**config.mk**
```make
export PLATFORM = sky130hd
export DESIGN_NAME = div3_lookup_arbiter
export DESIGN_NICKNAME = d
export VERILOG_FILES = /design/src/rtl/div3_lookup_arbiter.sv
export SDC_FILE = /design/constraint.sdc
export NUM_CORES = 1
export LEC_CHECK = 0
export BUFFER_PORTS_ARGS = -buffer_cell sky130_fd_sc_hd__buf_4
export CAP_MARGIN = 0
export CELL_PAD_IN_SITES_DETAIL_PLACEMENT = 0
export CELL_PAD_IN_SITES_GLOBAL_PLACEMENT = 1
export CORE_MARGIN = 2
export CORE_UTILIZATION = 31
export DETAILED_ROUTE_END_ITERATION = 8
export HOLD_SLACK_MARGIN = 0.06
export MAX_ROUTING_LAYER = met4
export PLACE_DENSITY = 0.84
export SYNTH_ARGS = -nofsm -noshare
export SYNTH_HDL_FRONTEND = slang
export SYNTH_SLANG_ARGS = --single-unit
export TNS_END_PERCENT = 30
```
**constraint.sdc**
```tcl
create_clock -name clk -period 1.5 [get_ports clk]
set_clock_uncertainty 0.15 [all_clocks]
set_input_delay 0.45 -clock clk [delete_from_list [all_inputs] [get_ports clk]]
set_output_delay 0.45 -clock clk [all_outputs]
set_load 0.1 [all_outputs]
```
**src/rtl/div3_lookup_arbiter.sv**
```systemverilog
// div3_lookup_arbiter: round-robin sharing of one external divide-by-3 ROM among NREQ requesters
module div3_lookup_arbiter #(
  parameter int NREQ  = 2,
  parameter int MAXIN = 119
) (
  input  logic              clk,
  input  logic              rst,
  input  logic [NREQ-1:0]   req_valid,
  input  logic [7*NREQ-1:0] req_data,
  output logic [NREQ-1:0]   req_ready,
  output logic [NREQ-1:0]   rsp_valid,
  output logic [6*NREQ-1:0] rsp_quot,
  output logic [2*NREQ-1:0] rsp_rem,
  output logic [NREQ-1:0]   rsp_err,
  input  logic [NREQ-1:0]   rsp_ready,
  output logic [6:0]        rom_in,
  input  logic [5:0]        rom_out,
  output logic              busy
);
  localparam int GW = (NREQ > 2) ? 2 : 1;
  localparam logic [6:0] MAXV = 7'(MAXIN);
  typedef enum logic {IDLE, LOOK} state_t;
  state_t r_state;
  logic [GW-1:0] r_last, r_own, w_g;
  logic r_oor, w_found;
  logic [NREQ-1:0] w_elig;
  logic [1:0] w_rem;
  int w_best;
  assign w_elig = req_valid & ~rsp_valid;
  // Rank each eligible requester by its distance after r_last; the nearest one wins.
  always_comb begin
    w_found = 1'b0;
    w_g = '0;
    w_best = NREQ;
    for (int i = 0; i < NREQ; i++)
      if (w_elig[i] && ((i + NREQ - 1 - int'(r_last)) % NREQ) < w_best) begin
        w_best = (i + NREQ - 1 - int'(r_last)) % NREQ;
        w_g = GW'(i);
        w_found = 1'b1;
      end
  end
  assign req_ready = (!rst && r_state == IDLE && w_found) ? (NREQ'(1) << w_g) : '0;
  assign busy = (r_state == LOOK);
  // rom_in - 3*rom_out, only the low two bits survive truncation
  assign w_rem = rom_in[1:0] - rom_out[1:0] - {rom_out[0], 1'b0};
  always_ff @(posedge clk) begin
    if (rst) begin
      r_state <= IDLE;
      r_last <= GW'(NREQ - 1);
      r_own <= '0;
      r_oor <= 1'b0;
      rom_in <= '0;
      rsp_valid <= '0;
      rsp_quot <= '0;
      rsp_rem <= '0;
      rsp_err <= '0;
    end else begin
      for (int i = 0; i < NREQ; i++)
        if (rsp_ready[i]) rsp_valid[i] <= 1'b0;
      if (r_state == IDLE) begin
        if (w_found) begin
          rom_in <= req_data[7*w_g +: 7];
          r_oor <= req_data[7*w_g +: 7] > MAXV;
          r_own <= w_g;
          r_last <= w_g;
          r_state <= LOOK;
        end
      end else begin
        rsp_valid[r_own] <= 1'b1;
        rsp_quot[6*r_own +: 6] <= r_oor ? 6'd0 : rom_out;
        rsp_rem[2*r_own +: 2] <= r_oor ? 2'd0 : w_rem;
        rsp_err[r_own] <= r_oor;
        r_state <= IDLE;
      end
    end
  end
endmodule

```
; After elaboration in Yosys (flattened, before gate mapping)
; Cells that the tools add are included.
[op_classes]
n_mul = 2
shift = 6
reduce_logical = 8
div = 0
addsub = 6
mux = 18
bitwise_logic = 6
n_eq_ne = 0
order_cmp = 5
[ops]
columns = operator, n
row1 = $neg A2 Y34, 1
row2 = $neg A4 Y34, 1
row3 = $shift A2 B34 Y4 const A, 1
row4 = $shift A6 B34 Y12 const A, 1
row5 = $shiftx A2 B34 Y4, 1
row6 = $shiftx A6 B34 Y12, 1
row7 = $lt A2 B32 Y1, 1
row8 = $mux W32, 1
row9 = $shiftx A14 B5 Y7, 1
row10 = $bwmux W12, 1
row11 = $mux W1, 9
row12 = $gt A7 B7 Y1 const B, 1
row13 = $mux W2, 3
row14 = $mux W6, 1
row15 = $logic_and A1 B1 Y1, 5
row16 = $bwmux W4, 1
row17 = $mul A3 B1 Y4 const A, 1
row18 = $sub A2 B2 Y2, 2
row19 = $lt A2 B3 Y1 const B, 1
row20 = $mul A2 B1 Y3 const A, 1
row21 = $sub A2 B1 Y3 const A, 1
row22 = $and A1 B1 Y1, 2
row23 = $and A2 B2 Y2, 1
row24 = $bwmux W2, 1
row25 = other kinds (11), 11
[word_totals]
input_bits = 26
latch_bits = 0
n_memories = 0
ramBits = 0
reg_bits = 31
rom_bits = 0
out_inout_bits = 30
word_cells = 60

; Logic depth before layout (Yosys ltp)
[depth]
ltp_word = 11
depth_mapped = 6
ltp_nobuf = 6

; Least setup slack after synthesis
; Ideal clock, no wire load.
[synth_path]
path_kind = flip-flop to output port
start = register rsp_valid[0]
end = output port req_ready[1]
required_time_ns = 0.900
t_arrival_ns = 2.742
path_stages_with_launch = 5
n_path_buf = 1
setup_slack_ns = -1.842
cell_sequence = dfxtp_1 -> nand2b_4 -> o21bai_4 -> buf_8 -> nor2_1
[synth_via]
elab_chain_cells = 9
word_cells_on_any_way = 12
cone_classes = order compare: 1 / shift: 1 / mux: 5 / bitwise: 2 / reduce/logical: 3
[synth_rtl]
columns = element, line
row1 = start: declaration, 11  ; output logic [NREQ-1:0] rsp_valid,
row2 = start signal: assignment, 53  ; rsp_valid <= '0;
row3 = start signal: indexed assignment, 59  ; if (rsp_ready[i]) rsp_valid[i] <= 1'b0;
row4 = start signal: indexed assignment, 69  ; rsp_valid[r_own] <= 1'b1;
row5 = $not A2 Y2 *, 29  ; assign w_elig = req_valid & ~rsp_valid;
row6 = $and A2 B2 Y2 *, 29
row7 = $logic_and A1 B1 Y1 *, 36  ; if (w_elig[i] && ((i + NREQ - 1 - int'(r_last)) % NREQ) < w_best) begin
row8 = $mux W32, 36
row9 = $lt A2 B32 Y1, 36
row10 = $logic_and A1 B1 Y1, 36
row11 = $mux W1, 36
row12 = $shl A1 B1 Y2 / $logic_and A1 B1 Y1 (equally long branches), 42  ; assign req_ready = (!rst && r_state == IDLE && w_found) ? (NREQ'(1) << w_g) : '0;
row13 = $mux W2 *, 42
row14 = end: declaration, 10  ; output logic [NREQ-1:0] req_ready,
; Mark *: on every way between the ends. The rest lies on a longest branch, timed or not.

; Worst setup path after layout
[layout_path]
start = register rsp_valid[1]
end = output port req_ready[0]
[layout_via]
elab_chain_cells = 6
word_cells_on_any_way = 8
cone_classes = shift: 1 / mux: 3 / bitwise: 2 / reduce/logical: 2
[layout_rtl]
columns = element, line
row1 = $not A2 Y2 *, 29
row2 = $and A2 B2 Y2 *, 29
row3 = $logic_and A1 B1 Y1 *, 36
row4 = $mux W1, 36
row5 = $shl A1 B1 Y2 / $logic_and A1 B1 Y1 (equally long branches), 42
row6 = $mux W2 *, 42
; Marked as above.

==> metrics.yaml <==
synthesis:
  yosysTopAreaCellShare: 0.469
  syn_avg_cell_area_um2: 9.87
  synth_top_area_cell: "dfxtp_1"
  async_flop_share: 0
  synth_nets: 161
  synth_cell_types: 31
  synth.area.top_cells: "dfxtp_1 47%, mux2i_1 6.8%, nor3b_1 6.8%"
  synth-edff-count: 0
  seq_area_frac_synth: 0.469
  ys_ff_latch: 31
  syn_inst: 134
  synth_ff_type: "dfxtp_1"
  syn-cell-area_um2: 1320
  netlist_top_cells_count: "31 x dfxtp_1, 20 x nor2_1, 17 x a21oi_1, 12 x nor3b_1, 9 x mux2i_1"
  yosysWarnings: 0
  synth_most_common_cell: "dfxtp_1"
clock_network:
  cts_sinks: 31
  cts_buffers: 5
  path_clk_slew_ps: 60
  worstSkewPairLatency_ps: 270
  cts_root_buffer: "clkbuf_8"
  cts.path.max_buffers: 2
  ctsHtreeMaxLevel: 2
  postCtsHoldBufs: 0
  cts_tree: "yes"
route:
  wl_per_cell_um: 13.1
  vias: 1267
  via_per_inst: 4.87
  drtIter0Drc: 43
  routed_wl_um: 3410
  drc: 0
  dr.pass1.iters: 4
  ant_nets: 0
worst_setup_path:
  cp-end-kind: "output port"
  r2r_start: "rsp_valid[1]"
  r2r_end: "r_oor"
  cp-start-kind: "flip-flop"
  rr_worst_depth: 7
  rrSetupSlack_ps: -150
  worstPathRequired_ps: 900
  crit_type: "flip-flop to output port"
  crit_arrival_ps: 1390
  crit_fanout: 3
global_routing:
  grt_pass1_wl_um: 5910
  antenna_found_initial: 0
  grt.total_usage: 0.153
  grt_max_degree: 22
  grt_pass1_vias: 1281
  grt_overflow: 0
final_layout:
  syn_to_final_growth_pct: 81.4
  diodes: 0
  n_fill_cell: 351
  fin_area_um2: 2400
  layout.nets: 236
  drive_above_1_share: 0.519
  stdcell_count: 260
outcome:
  status: "complete, but fails checks"
  violations: "setup timing"
timing:
  drv_slew: 0
  setup_slack_ps: -493
  fin_hold_ws_ps: 285
  max_slew_margin: 0.785
  post-route-min-period_ps: 1990
  rsz0062_at_grt: "true"
  finalHoldViolations: 0
  tightest_slew_ps: 322
  period_share: 1.33
  fmax_ghz: 0.502
  setup_viol: 13
placed_design:
  place_area_um2: 1900
  portBuffers: 55
  place_hpwl_um: 2300
  place_inst: 246
  gp_congestion: 0.747
die:
  die_area_um2: 4800
  initial_core_util: 0.326
  die_h_um: 69.3
  core_um2: 4060
  std_cell_rows: 23
  io_pins: 56
  die-width_um: 69.3
min_path:
  hold-path-endpoint: "rsp_valid[0]"
  worstHoldStart: "rsp_ready[0]"
  hp-class: "input pin to flip-flop"
  hold-path-cell-count: 3
power_and_ir_drop:
  leakagePower_uw: 0.00103
  total_power_uw: 2630
  ir_drop_uv: 610
  power_density_nw_per_um2: 1100
job:
  maxCapViolations: 0
==> area by class of cell <==
type / count / area, µm² / area share
Inverter: 3 / 11.3 / 0.00469
Multi-Input combinational cell: 91 / 668 / 0.279
Clock buffer: 6 / 82.6 / 0.0344
Clock inverter: 2 / 35.0 / 0.0146
Sequential cell: 31 / 642 / 0.268
Timing Repair Buffer: 77 / 897 / 0.374
Tap cell: 50 / 62.6 / 0.0261
==> sequential cells by signal, indices dropped and copies added (netlist names) <==
| register | cells |
|---|---|
| rom_in | 7 |
| rsp_valid | 2 |
| busy | 1 |
| r_oor | 1 |
| r_last | 1 |
| r_own | 1 |
| rsp_err | 2 |
| rsp_quot | 12 |
| rsp_rem | 4 |
==> layout by cell type, fill, tap and decap left out, types with 2 or more instances in the layout <==
master     Yosys  routed
nand4_1        2       2
nor2_1        20      19
buf_4          1      39
nand2b_4       2       3
mux2i_1        9       7
dfxtp_4        0       4
dfxtp_2        0       5
nor3_1         2       2
clkbuf_8       0       6
xnor2_1        2       2
o2bb2ai_1      7       7
a22oi_1        3       3
mux2i_2        0       2
buf_6          2      15
buf_12         0      18
buf_8          1       5
dfxtp_1       31      22
nor3b_1       12      12
a21oi_1       17      17
inv_2          1       2
nand2b_1       3       2
==> critical path, cell delays in order (launching register included) <==
cell and delay [ps]:
dfxtp_4 340, nand2b_4 150, a21oi_4 180, nand2b_4 90, inv_2 60, and2_4 140
buf_12 160
==> power by group <==
part | switching (µW) | leakage [µW] | internal [µW]
registers | 45.8 | 0.000258 | 874
logic | 521 | 0.000709 | 352
clock network | 300 | 0.0000612 | 537
==> metal layers <==
layer,track usage,vias up,part of all wire
met2,0.243,43,0.49
li1,-,615,-
met1,0.185,605,0.42
met5,-,-,0
met3,0.0552,4,0.080
met4,0.0392,0,0.0067
==> worst max-delay path by stage <==
stage / startpoint / endpoint / cells after the start
4_1_cts: rsp_valid[0] / req_ready[0] / 6
3_3_place_gp: req_valid[1] / req_ready[0] / 7
3_5_place_dp: req_valid[1] / req_ready[0] / 7
6_report: rsp_valid[1] / req_ready[0] / 6
5_1_grt: rsp_valid[1] / req_ready[0] / 6
2_1_floorplan: rsp_valid[0] / req_ready[1] / 5
==> metrics by stage <==
stage,setup TNS [ps],util,worst slack (ps)
finish,-1980,0.591,-493
global route,-2740,0.591,-550
CTS,-2050,0.548,-559
detailed placement,-2300,0.469,-487
global placement,-2210,0.469,-464
floorplan,-1730,-,-575
==> kinds of logic (layout without fill, tap and decap cells) <==
family / after synthesis / in the layout / share of synthesized area
XOR/XNOR: 3 / 3 / 0.0199
AO/OA/AOI/OAI: 31 / 31 / 0.170
AND/OR/NAND/NOR: 47 / 47 / 0.203
flip-flops: 31 / 31 / 0.469
multiplexers: 9 / 9 / 0.0681
adder cells (fa/ha/maj): 1 / 1 / 0.00946
buffers and inverters: 12 / 88 / 0.0596
==> repair_timing <==
item                                    CTS  global route
pin swaps                                 3             4
gates resized for setup                  45            41
endpoints found under the setup margin   38            30
setup buffers                             4             3
No activity file was read; power rests on OpenSTA's default activity.
